**src/rtl/alarm_clock_ctrl.sv**
```systemverilog
// Alarm clock core: time of day, mode/increment setting FSM and alarm ring control.
// Consumes one-cycle button pulses; all outputs are registered.
module alarm_clock_ctrl #(
  parameter int unsigned TICKS_PER_SEC = 50000000,
  parameter int unsigned RING_SECS     = 60
) (
  input  logic       clk,
  input  logic       rst_n,
  input  logic       mode_pls,
  input  logic       inc_pls,
  input  logic       stop_pls,
  input  logic       alm_en,
  output logic [4:0] hours,
  output logic [5:0] minutes,
  output logic [5:0] seconds,
  output logic [4:0] alarm_hr,
  output logic [5:0] alarm_min,
  output logic [2:0] mode,
  output logic       ring
);

  typedef enum logic [2:0] {
    RUN     = 3'd0,
    SET_HR  = 3'd1,
    SET_MIN = 3'd2,
    ALM_HR  = 3'd3,
    ALM_MIN = 3'd4
  } state_t;

  localparam int unsigned TW = (TICKS_PER_SEC > 1) ? $clog2(TICKS_PER_SEC) : 1;
  localparam int unsigned RW = (RING_SECS > 1) ? $clog2(RING_SECS) : 1;
  localparam logic [TW-1:0] TICK_MAX = TW'(TICKS_PER_SEC - 1);
  localparam logic [RW-1:0] RING_MAX = RW'(RING_SECS - 1);

  state_t        state;
  logic [TW-1:0] tick_cnt;
  logic [RW-1:0] ring_cnt;

  logic       running;
  logic       sec_tick;
  logic [4:0] hr_nxt;
  logic [5:0] min_nxt;
  logic [5:0] sec_nxt;
  logic       ring_trig;
  logic       ring_clear;

  assign mode = state;

  // NOTE: every always_comb output gets a default first so no path leaves it unassigned (no latch).
  always_comb begin
    running  = (state == RUN) || (state == ALM_HR) || (state == ALM_MIN);
    sec_tick = running && (tick_cnt == TICK_MAX);
    hr_nxt   = hours;
    min_nxt  = minutes;
    sec_nxt  = seconds;
    if (sec_tick) begin
      if (seconds == 6'd59) begin
        sec_nxt = 6'd0;
        if (minutes == 6'd59) begin
          min_nxt = 6'd0;
          hr_nxt  = (hours == 5'd23) ? 5'd0 : hours + 5'd1;
        end else begin
          min_nxt = minutes + 6'd1;
        end
      end else begin
        sec_nxt = seconds + 6'd1;
      end
    end
    // Only a running-clock rollover onto the alarm time triggers; manual setting never does.
    ring_trig  = sec_tick && alm_en && (sec_nxt == 6'd0) &&
                 (hr_nxt == alarm_hr) && (min_nxt == alarm_min);
    ring_clear = stop_pls || !alm_en || (ring && sec_tick && (ring_cnt == RING_MAX));
  end

  // NOTE: sequential state uses non-blocking assignments so all registers update from pre-edge values.
  always_ff @(posedge clk or negedge rst_n) begin
    if (!rst_n) begin
      tick_cnt <= '0;
    end else if (!running || (tick_cnt == TICK_MAX)) begin
      tick_cnt <= '0;
    end else begin
      tick_cnt <= tick_cnt + 1'b1;
    end
  end

  always_ff @(posedge clk or negedge rst_n) begin
    if (!rst_n) begin
      state     <= RUN;
      hours     <= 5'd0;
      minutes   <= 6'd0;
      seconds   <= 6'd0;
      alarm_hr  <= 5'd7;
      alarm_min <= 6'd0;
    end else begin
      hours   <= hr_nxt;
      minutes <= min_nxt;
      seconds <= sec_nxt;
      // mode_pls takes priority over inc_pls in every state.
      case (state)
        RUN: begin
          if (mode_pls) state <= SET_HR;
        end
        SET_HR: begin
          if (mode_pls)     state <= SET_MIN;
          else if (inc_pls) hours <= (hours == 5'd23) ? 5'd0 : hours + 5'd1;
        end
        SET_MIN: begin
          if (mode_pls) begin
            state   <= ALM_HR;
            seconds <= 6'd0;
          end else if (inc_pls) begin
            minutes <= (minutes == 6'd59) ? 6'd0 : minutes + 6'd1;
          end
        end
        ALM_HR: begin
          if (mode_pls)     state    <= ALM_MIN;
          else if (inc_pls) alarm_hr <= (alarm_hr == 5'd23) ? 5'd0 : alarm_hr + 5'd1;
        end
        ALM_MIN: begin
          if (mode_pls)     state     <= RUN;
          else if (inc_pls) alarm_min <= (alarm_min == 6'd59) ? 6'd0 : alarm_min + 6'd1;
        end
        default: state <= RUN;
      endcase
    end
  end

  always_ff @(posedge clk or negedge rst_n) begin
    if (!rst_n) begin
      ring     <= 1'b0;
      ring_cnt <= '0;
    end else if (ring_clear) begin
      ring     <= 1'b0;
      ring_cnt <= '0;
    end else if (ring_trig) begin
      ring     <= 1'b1;
      ring_cnt <= '0;
    end else if (ring && sec_tick) begin
      ring_cnt <= ring_cnt + 1'b1;
    end
  end

endmodule

```
**config.mk**
```make
export PLATFORM = sky130hd
export DESIGN_NAME = alarm_clock_ctrl
export DESIGN_NICKNAME = d
export VERILOG_FILES = /design/src/rtl/alarm_clock_ctrl.sv
export SDC_FILE = /design/constraint.sdc
export NUM_CORES = 1
export LEC_CHECK = 0
export CAP_MARGIN = 25
export CORE_AREA = 2 2 85 87
export DETAILED_ROUTE_END_ITERATION = 10
export DIE_AREA = 0 0 87 89
export GPL_TIMING_DRIVEN = 0
export PLACE_DENSITY_LB_ADDON = 0.1
export SYNTH_ARGS = -nofsm -noshare
export SYNTH_HDL_FRONTEND = slang
export SYNTH_SLANG_ARGS = --single-unit
```
**constraint.sdc**
```tcl
create_clock -name clk -period 4.6 [get_ports clk]
set_input_delay 0.92 -clock clk [delete_from_list [all_inputs] [get_ports clk]]
set_output_delay 0.92 -clock clk [all_outputs]
set_load 0.02 [all_outputs]
```
==> results.cfg <==
[run_status]
status = complete, no violations

[global_routing]
antenna_found_initial = 0
grt_start_max_net_pins = 65
grt_pass1_vias = 3048
grt_pass1_wl_mm = 15.0
gr-max-usage-layer = met2
met3_usage_pct = 4.80
grt_util_met1_pct = 34.4
grt_use_met2_pct = 39.2
overflow = 0
grt_util_all_layers_pct = 24.4

[timing]
skew_ns = 0.00947
fin_crit_ns = 3.90
min_period_over_period_pct = 84.8
rsz0062_at_grt = false
fin_setup_tns_ns = 0
fmax_mhz = 256
worst_slew_pin_slew_ns = 0.996
drv_slew = 0
slew_headroom_pct = 33.0
hold_viol = 0
setup_viol = 0

[placed_design]
portBuffers = 37
gp_congestion = 0.898
hpwl_mm = 6.40

[logic_synthesis]
syn_area_um2 = 3810
yosys-top-cells-area = dfrtp_1 40%, nor2_1 5.4%, xor2_1 4.8%
syn_avg_cell_area_um2 = 9.22
yosys.area.top_type = dfrtp_1
synth_fp_nets = 426
synth_top_family_by_area = simple AND/OR/NAND/NOR gates
yosys-top-cells-count = 61 x dfrtp_1, 55 x nor2_1, 37 x nand2_1
synth_enable_flop_cells = 0
synth_top_area_share_pct = 40.1
yosys.cell_count.top_type = dfrtp_1
synth_compound_area_share_pct = 9.66
ys_seq_area_share_pct = 42.1
synth_xor_area_share_pct = 8.97
async_reset_ff_share_pct = 100
syn_inst = 413
synthMuxAreaShare_pct = 3.94
synth-seq-cells = 64
ys_types = 68
synth-adder-area-share_pct = 2.30
synth_flop_cell = dfrtp_1
synth_simple_gate_area_share_pct = 29.9
ys_warn_count = 0

[floorplanning]
die_h_um = 89
ioPinCount = 38
start_util_pct = 56.7
coreArea_um2 = 6720
die_w_um = 87
dieArea_um2 = 7740
num_rows = 30

[job]
max-cap-violations = 0

[critical_path]
cp_top_family = simple AND/OR/NAND/NOR gates
cp_max_fo = 9
critical-path-slowest-cell = nor4_1
worstPathArrival_ns = 4.10
worst-path-buf-inv = 2
worstPathRequired_ns = 4.80
cp-start-kind = register
reg2reg_depth = 10
crit_type = reg -> reg
critPathMaxStageDelay_ns = 0.71
crit_path_end_kind = register
critical_path.cell_chain = clkbuf_1 > nand3_1 > or3_1 > clkbuf_1 > nor4_1 > mux2i_1 > xnor2_1 > or4_1 > nor4_4 > nor4_1
path_depth = 10

[power_and_ir_drop]
power_leakage_nw = 1.79
power_density_nw_per_um2 = 420
p_total_w = 0.00187
ir_drop_mv = 0.376

[cts]
clockRootBuffer = clkbuf_8
cts_max_level = 3
clk_pin_slew_ns = 0.08
clockBufferDepth = 2
cts.repair.resized = 0
cts_sinks = 64
clkLatencyLatePin_ns = 0.35
cts_buffers = 9
cts_tree = done
postCtsSetupBuffers = 0
hold_buffers = 0

[finish]
area_delta_synth_final_pct = 17.1
diodes = 0
drive_gt1_share_pct = 10.9
final_nets = 476

[drt]
drtIter0Drc = 159
via_per_inst = 5.90
via_count = 3233
wl_per_cell_um = 16.1
dr.pass1.iters = 4
drt-total-wl_mm = 8.81
ant_nets = 0
drcViolationCount = 0

[worst_hold_path]
hold_depth = 1
worstHoldPathType = reg -> reg
## power breakdown
group	internal, W	leakage, nW	switching, W	total [W]
Sequential	0.000643	0.857	0.000113	0.000756
Combinational	0.000299	0.842	0.000383	0.000682
Clock	0.000195	0.0889	0.000238	0.000433
## state kept, by name, summed over array words and instances, names as in the netlist
signal	flops
seconds	6
mode	3
ring_cnt	6
alarm_hr	5
tick_cnt	26
minutes	6
ring	1
alarm_min	6
hours	5
## per-layer routing
| metal | wire length, µm | share of wire [%] |
|---|---|---|
| met2 | 4100 | 47 |
| met5 | 0 | 0 |
| met4 | 78 | 0.89 |
| met1 | 4310 | 49 |
| met3 | 322 | 3.7 |
## cells in the final DEF, fill, tap and decap left out, types with 11 or more instances in the layout
cell / n
dfrtp_1: 61
nor2_1: 55
nand2_1: 37
clkdlybuf4s50_1: 36
nand3_1: 27
xor2_1: 21
xnor2_1: 18
nor4_1: 14
o21ai_0: 14
clkbuf_1: 11
inv_1: 11
a21oi_1: 11
## final timing paths
path	slack, ns	to	startpoint
worst max register to register	0.70	ring_cnt[2]	minutes[3]
worst min register to register	0.53	tick_cnt[0]	tick_cnt[0]
worst max-delay path	0.70	ring_cnt[2]	minutes[3]
max in group asynchronous	3.40	seconds[5]	rst_n
min in group asynchronous	0.65	tick_cnt[12]	rst_n
worst min-delay path	0.53	tick_cnt[0]	tick_cnt[0]
## through the flow
stage | util (%) | cell area, µm² | cells | hold slack, ns | setup slack, ns
3_5_place_dp | 63.8 | 4290 | 532 | 0.511 | 0.727
6_report | 66.4 | 4460 | 548 | 0.529 | 0.700
2_1_floorplan | - | 3810 | 413 | 0.476 | 0.963
3_3_place_gp | 63.7 | 4280 | 530 | 0.504 | 0.491
4_1_cts | 66.4 | 4460 | 548 | 0.521 | 0.704
5_1_grt | 66.4 | 4460 | 548 | 0.562 | 0.457
## layout make-up
type | count | area (µm²)
multi-input combinational | 323 | 2080
clock buffer | 9 | 124
inverter | 11 | 41.3
timing repair buffer | 39 | 378
buffer | 15 | 78.8
tap | 80 | 100
clock inverter | 7 | 48.8
fill | 576 | 2260
sequential | 64 | 1610
## cells by family after synthesis
kind of cell	count (synthesis)
flops	64
fa+ha+maj	7
xor+xnor	39
buf+inv	26
simple gates	208
compound gates	55
mux	14
No activity file was read; power rests on OpenSTA's default activity.
==> variant: new RTL, same settings <==
One comparison of `ring_cnt` changes from == to >=.
--- a/src/rtl/alarm_clock_ctrl.sv
+++ b/src/rtl/alarm_clock_ctrl.sv
@@ -69,7 +69,7 @@
     // Only a running-clock rollover onto the alarm time triggers; manual setting never does.
     ring_trig  = sec_tick && alm_en && (sec_nxt == 6'd0) &&
                  (hr_nxt == alarm_hr) && (min_nxt == alarm_min);
-    ring_clear = stop_pls || !alm_en || (ring && sec_tick && (ring_cnt == RING_MAX));
+    ring_clear = stop_pls || !alm_en || (ring && sec_tick && (ring_cnt >= RING_MAX));
   end
 
   // NOTE: sequential state uses non-blocking assignments so all registers update from pre-edge values.
Behaviour: no difference found for any inputs over 10 cycles, from zero or initial values and one cycle with rst_n low; that may be too few to reach the edited logic, so the function may still have changed.
==> variant against the unedited design <==
Sequential cell count did not move. Wire length up 4.2%. Power rose by 17%. Synthesized cell count is 8.0% higher. Global-route usage up 0.77 points. Cell area up 4.0%. Setup slack improved by 590 ps. Critical path depth stayed put. Cell count up 5.8%. Utilization increased by 2.7 points. Fmax rose by 18%. Count of clock-buffer cells in the layout rose by 1. Synthesized area increased by 4.0%. Critical endpoint is now ring_cnt[0].
==> variant: results (changes against the unedited design) <==
metric,value,unit,change
met3 wire len,392,µm,+22%
Layout clock buffers,10,,+1
fraction of area in registers,34.6,%,-1.4 points
met1 usage,32.6,%,-1.7 points
Worst Clk Skew,12.7,ps,+3.25 ps
Filler Cell Count,550,,-4.5%
Synth Area in XOR/XNOR,8.62,%,-0.34 points
GPL Wtd Cong,0.886,,-1.3%
synth cell count leaders,"dfrtp_1, nor2_1, nand2_1, xor2_1",,
pwr dens,470,mW/mm²,+12%
sequential fraction of the synthesis area,40.5,%,-1.6 points
Critical Path AT,3500,ps,-600 ps
Non-clock buffer share,9.74,%,-0.50 points
vias in the first global route,3299,,+8.2%
DP Wirelength,6.47,mm,+1.2%
Slew @ Worst Pin,999,ps,+2.65 ps
wl on met1,4.02,mm,-6.7%
All-Layer GR Usage,25.2,%,+0.77 points
TritonCTS buffer count,9,,unchanged
crit path to,ring_cnt[0],,
Non-Clock Buffer Count,53,,-1.9%
Max VDD drop,0.000306,V,-19%
post-route insts no fill,580,,+5.8%
Mean Syn Cell Area,8.88,µm²,-3.7%
Vias,3505,,+8.4%
ClkCell Share,4.42,%,+0.55 points
layout cell share with drive strength beyond 1,9.00,%,-1.9 points
status,completed,,
"top cells by area, synth","dfrtp_1, xor2_1, nor2_1",,
post-synthesis compound-gate area fraction,13.6,%,+3.9 points
post-synthesis mux area share,1.93,%,-2.0 points
global-route wire length before repair,15.3,mm,+2.3%
dpl cell area,0.00443,mm²,+3.3%
adder-cell share of the synthesized area,2.21,%,-0.088 points
GRT met3 Usage,4.99,%,+0.18 points
GRT met2 Usage,41.7,%,+2.5 points
Area Overhead vs Synth,17.1,%,about the same
multi-input logic area,0.00223,mm²,+6.9%
Placed Cells,563,,+5.8%
comb_multi_in,354,,+9.6%
WL/cell,15.8,µm,-1.6%
Setup crit start,minutes[1],,
leakage power,1.85,nW,+3.5%
inverters,13,,+2
# nets final,508,,+6.7%
distinct cell type count of the synthesized netlist,60,,-12%
syn nets,459,,+7.7%
## variant: changes by cell type after synthesis, moves of 5 or more
cell / change
nand3_1: -8
nor3_1: +8
nor2b_1: +7
a21oi_1: +11
or3_1: +6
o21ai_0: +8
nand2_1: +6
nor4_1: -10
nand2b_1: +5
## variant: critical path, cell delays in order, from the launching register on
cell	delay, ps
dfrtp_1	480
ha_1	330
nand2b_1	150
or4_1	470
buf_2	200
nand4b_1	190
a32o_1	300
a2111oi_0	440
nand2_1	130
nor3_2	370
nor3_1	100
## variant: per-stage QoR
step	power (mW)	hold slack, ps	util [%]	setup slack, ps
3_3_place_gp	1.67	503	66.0	524
2_1_floorplan	1.37	476	-	1680
5_1_grt	2.32	584	69.1	962
6_report	2.18	531	69.1	1290
3_5_place_dp	1.69	532	65.9	1360
4_1_cts	2.19	541	69.0	1300
## variant: report_power, final
group          switching (mW)  internal [mW]
clock network           0.234          0.267
registers               0.132          0.655
logic                   0.523          0.370
